$ cat config.mk
export PLATFORM = sky130hd
export DESIGN_NAME = mat_stream_loader
export DESIGN_NICKNAME = d
export VERILOG_FILES = /design/src/rtl/mat_pkg.sv /design/src/rtl/mat_stream_loader.sv
export SDC_FILE = /design/constraint.sdc
export NUM_CORES = 1
export LEC_CHECK = 0
export ABC_CLOCK_PERIOD_IN_PS = 3150
export BUFFER_PORTS_ARGS = -buffer_cell sky130_fd_sc_hd__buf_4
export CAP_MARGIN = 25
export CORE_MARGIN = 10
export CORE_UTILIZATION = 25
export CTS_CLUSTER_DIAMETER = 100
export DETAILED_ROUTE_END_ITERATION = 10
export PLACE_DENSITY = 0.42
export SLEW_MARGIN = 20
export SYNTH_ARGS = -nofsm -noshare
export SYNTH_HDL_FRONTEND = slang
export SYNTH_SLANG_ARGS = --single-unit
$ cat constraint.sdc
create_clock -name clk -period 3.15 [get_ports clk]
set_clock_uncertainty 0.2 [all_clocks]
set_input_delay 0.1575 -clock clk [delete_from_list [all_inputs] [get_ports clk]]
set_output_delay 0.1575 -clock clk [all_outputs]
set_load 0.05 [all_outputs]
$ cat src/rtl/mat_pkg.sv
// Shared sizing and types for the 3x3 matrix multiplier front end.
package mat_pkg;
   localparam int ELEM_W      = 16;
   localparam int DIM         = 3;
   localparam int NUM_ELEM    = DIM * DIM;
   localparam int MAT_W       = NUM_ELEM * ELEM_W;
   localparam int FRAME_BEATS = 2 * NUM_ELEM;

   typedef logic [ELEM_W-1:0] elem_t;
   typedef logic [MAT_W-1:0]  mat_t;
endpackage

$ cat src/rtl/mat_stream_loader.sv
// Assembles A/B matrix pairs from an element stream into a shadow buffer and
// hands them to the multiplier through held output registers (double buffered).
module mat_stream_loader #(
   parameter int ELEM_W = mat_pkg::ELEM_W,
   parameter int DIM    = mat_pkg::DIM
) (
   input  logic                            clk,
   input  logic                            rst,
   input  logic [ELEM_W-1:0]               in_data,
   input  logic                            in_valid,
   output logic                            in_ready,
   input  logic                            in_last,
   output logic [DIM*DIM*ELEM_W-1:0]       matrix_a_stream,
   output logic [DIM*DIM*ELEM_W-1:0]       matrix_b_stream,
   output logic                            mult_en,
   input  logic                            mult_ack,
   output logic                            frame_err
);
   import mat_pkg::*;

   localparam int          N_ELEM   = DIM * DIM;
   localparam int          M_W      = N_ELEM * ELEM_W;
   localparam logic [4:0]  LAST_IDX = 5'(2 * N_ELEM - 1);

   logic [4:0]     idx;
   logic           sh_full;
   logic [M_W-1:0] sh_a;
   logic [M_W-1:0] sh_b;

   logic beat;
   logic at_last;
   logic frame_done;
   logic violation;
   logic transfer;
   logic release_en;

   assign in_ready   = !sh_full && !rst;
   assign beat       = in_valid && in_ready;
   assign at_last    = (idx == LAST_IDX);
   assign frame_done = beat && at_last && in_last;
   assign violation  = beat && (in_last != at_last);
   assign transfer   = sh_full && (!mult_en || mult_ack);
   assign release_en = mult_ack && mult_en && !sh_full;

   // Control: beat counter, shadow-full flag, handshake to the multiplier
   always_ff @(posedge clk) begin
      if (rst) begin
         idx       <= '0;
         sh_full   <= 1'b0;
         mult_en   <= 1'b0;
         frame_err <= 1'b0;
      end else begin
         frame_err <= violation;
         if (beat) begin
            if (violation || frame_done)
               idx <= '0;
            else
               idx <= idx + 5'd1;
         end
         if (frame_done)
            sh_full <= 1'b1;
         else if (transfer)
            sh_full <= 1'b0;
         if (transfer)
            mult_en <= 1'b1;
         else if (release_en)
            mult_en <= 1'b0;
      end
   end

   // Shadow buffer is data only; a partial frame is abandoned by rewinding idx
   always_ff @(posedge clk) begin
      for (int k = 0; k < N_ELEM; k++) begin
         if (beat && idx == 5'(k))
            sh_a[(N_ELEM-k)*ELEM_W-1 -: ELEM_W] <= in_data;
         if (beat && idx == 5'(k + N_ELEM))
            sh_b[(N_ELEM-k)*ELEM_W-1 -: ELEM_W] <= in_data;
      end
   end

   // Output registers move only on a transfer edge so the multiplier sees stable operands
   always_ff @(posedge clk) begin
      if (rst) begin
         matrix_a_stream <= '0;
         matrix_b_stream <= '0;
      end else if (transfer) begin
         matrix_a_stream <= sh_a;
         matrix_b_stream <= sh_b;
      end
   end
endmodule

==> metrics <==
cell mode on critical path=dlygate4sd3_1; per-cell routed wire length=22.8 um; final wirelength=69800 um; Final HPWL DP=39400 um; CP startpoint kind=register; commonest non-fill, non-tap cell in the layout=buf_4; Setup WS pre-CTS=0.776 ns; # IOs=312; FF+latch area=14600 sq um; period utilisation layout=0.832; core area=79000 sq um; run status=finished clean; fin worst setup slack=0.529 ns; Layout Nets=1982; CP Max Fanout=13; Max IR drop VDD=0.000302 V; DR vias=14.6k; CP max stage delay=0.67 ns; Placer Congestion=0.710; Final Max Tran Viols=0; post-cts sizing count=0; total track usage=0.147; EDFF count, synth=288; Yosys reg bits=584; Hold EP=matrix_b_stream[43]$_SDFFE_PP0P_; CP Data Arrival Time=2.89 ns; area leader, netlist=edfxtp_1; GRT met3 Usage=0.0305; Post-CTS Setup Bufs=0; Die X=302 um; commonest cells after routing, fill and taps aside=334 x buf_4, 295 x dfxtp_1, 294 x a21oi_1; Syn Area/Cell=11.8 sq um; grt ovf=0; final setup vio count=0; utilization after layout=0.329; Ys Warns=0; met2 usage=0.238; MaxCap Viol Count=0; synth unique cells=29; FFs w/ async S/R, synth=0; crit-path cells=and4bb_2 > nand4_1 > dlygate4sd3_1 > a21oi_1 > dlygate4sd3_1; Skew-Pair Late Insertion Delay=0.60 ns; pin count of the biggest net entering global routing=178; Main synth FF type=dfxtp_1; top cells by area, synth=edfxtp_1 43%, dfxtp_1 30%, a21oi_1 7.4%; floorplan row count=103; Filler cells=7897; Synth top area share=0.434; number of global-route vias before repair=14.6k; crit end category=register; measured slew at the worst slew-check pin=0.985 ns; Multi-input gate area=4770 sq um; pwr dens=625 nW/um^2; RSZ-0062 raised after global routing=no; hold path depth=2; Register-to-Register Path Depth=5; Pleak=8.83 nW; Buf/Inv on CP=2; # hold bufs at CTS=22; Port Buffer Count=311; Fin. Hold Viols=0; Seq/Total Area, Yosys=0.731; maximum level of the CTS H-tree=3; Post-route DRC=0; Crit Path Class=reg2reg; die area=91400 sq um; Starting Density=0.252; WP depth=5; mapped cell area=19900 sq um; R2R setup slack=0.53 ns; DR vias/cell=4.77; CTS sink count=584; minimum clock period=2.62 ns; CTS Root Buffer Type=clkbuf_16; Top Family by Delay on Critical Path=buffers and inverters; GR peak layer=met2; first-pass GRT wire length=101000 um; Area Growth Syn to Fin=30.2%; DRT iter0 DRCs=1056; post-synth net total=1710; Reg-to-Reg Start=idx[2]$_SDFFE_PP0P_; fmax=381 MHz; TritonCTS clock tree=yes; total CTS buffers=69; deepest clock path buffer count=3; Hold WC Path Type=reg2reg; worst r2r dst=sh_full$_SDFFE_PP0P_; Slew headroom=0.343; initial antenna violation count=6; met1 Resource Use GR=0.197; CP max-delay cell=dfxtp_1; Detail Route Antenna Nets=0; Clk pin slew, worst setup/hold paths=0.06 ns; Hold Crit Start=matrix_b_stream[43]$_SDFFE_PP0P_; die height=302 um; share of cells above drive strength 1=0.234; Pre-antenna DRT Iters=5; Worst Path Required=3.42 ns; Post-Synthesis Cells=1684
==> sequential cells by signal (all words and copies together) (netlist names) <==
signal           cells
frame_err            1
idx                  5
matrix_a_stream    144
matrix_b_stream    144
mult_en              1
sh_a               144
sh_b               144
sh_full              1
==> worst register-to-register path: cells and delay by family, from the launching register on <==
family,cells,cell delay [ns]
AO/OA/AOI/OAI,1,0.06
flip-flops,1,0.67
buffers and inverters,2,1.11
AND/OR/NAND/NOR,2,0.46
==> area by class of cell <==
class | count | area share
inverters | 6 | 0.00106
well taps | 1050 | 0.0506
repair buffers | 367 | 0.114
flip-flops and latches | 584 | 0.562
multi-input cells | 928 | 0.184
diodes | 4 | 0.000386
clock buffers | 110 | 0.0827
clock inverters | 18 | 0.00593
==> per-layer routing <==
metal | routed length [um] | share of wire | up-vias
met5 | 24 | 0.00034 | -
met4 | 1390 | 0.020 | 4
met3 | 4160 | 0.060 | 83
met2 | 33000 | 0.47 | 434
met1 | 31200 | 0.45 | 7367
li1 | - | - | 6739
==> logic make-up (layout without fill, tap and decap cells) <==
logic type                 after synthesis  after routing  synth area share
adders and majority gates                5              5           0.00314
and+or+nand+nor                        338            338            0.0857
buffers and inverters                  172            501            0.0329
AOI/OAI and AO/OA                      584            584             0.147
DFF                                    584            584             0.731
other                                    0              4                 0
xor gates and xnor gates                 1              1          0.000439
==> Yosys cell counts (2+ instances only) <==
cell type and number:
nor3_1 4, buf_2 2, nor4_1 2, clkbuf_1 155
buf_1 8, inv_1 5, edfxtp_1 288, nand3_1 289
ha_1 5, o21ai_0 289, dfxtp_1 296, a21oi_1 294
nand2b_1 4, or4_1 4, nor2_1 15, nor2b_1 2
nand2_1 10
==> worst max path at each step <==
stage                                                    to                  from  slack [ns]
final                                  sh_full$_SDFFE_PP0P_   idx[2]$_SDFFE_PP0P_        0.53
after global routing                   sh_full$_SDFFE_PP0P_   idx[2]$_SDFFE_PP0P_        0.34
after CTS                              sh_full$_SDFFE_PP0P_   idx[2]$_SDFFE_PP0P_        0.50
after detailed placement  matrix_b_stream[120]$_SDFFE_PP0P_  sh_full$_SDFFE_PP0P_        0.78
after global placement    matrix_b_stream[106]$_SDFFE_PP0P_  sh_full$_SDFFE_PP0P_        0.79
after floorplan                          sh_b[16]$_DFFE_PP_  sh_full$_SDFFE_PP0P_       -0.14
==> power breakdown <==
group | switching [W] | total, W | internal [W]
clock | 0.00318 | 0.00796 | 0.00478
sequential | 0.00000451 | 0.00798 | 0.00798
combinational | 0.000239 | 0.000288 | 0.0000487
total | 0.00343 | 0.0162 | 0.0128
==> metrics by stage <==
| stage | std cells | hold slack, ns | area [sq um] | total power, W | TNS [ns] |
|---|---|---|---|---|---|
| 2_1_floorplan | 1684 | 0.0564 | 19900 | 0.00821 | -4.33 |
| 3_3_place_gp | 2912 | 0.265 | 23400 | 0.00841 | 0 |
| 3_5_place_dp | 2912 | 0.269 | 23400 | 0.00842 | 0 |
| 4_1_cts | 3062 | 0.277 | 25900 | 0.0165 | 0 |
| 5_1_grt | 3063 | 0.300 | 25900 | 0.0168 | 0 |
| 6_report | 3067 | 0.274 | 26000 | 0.0162 | 0 |
No activity file was read; power rests on OpenSTA's default activity.
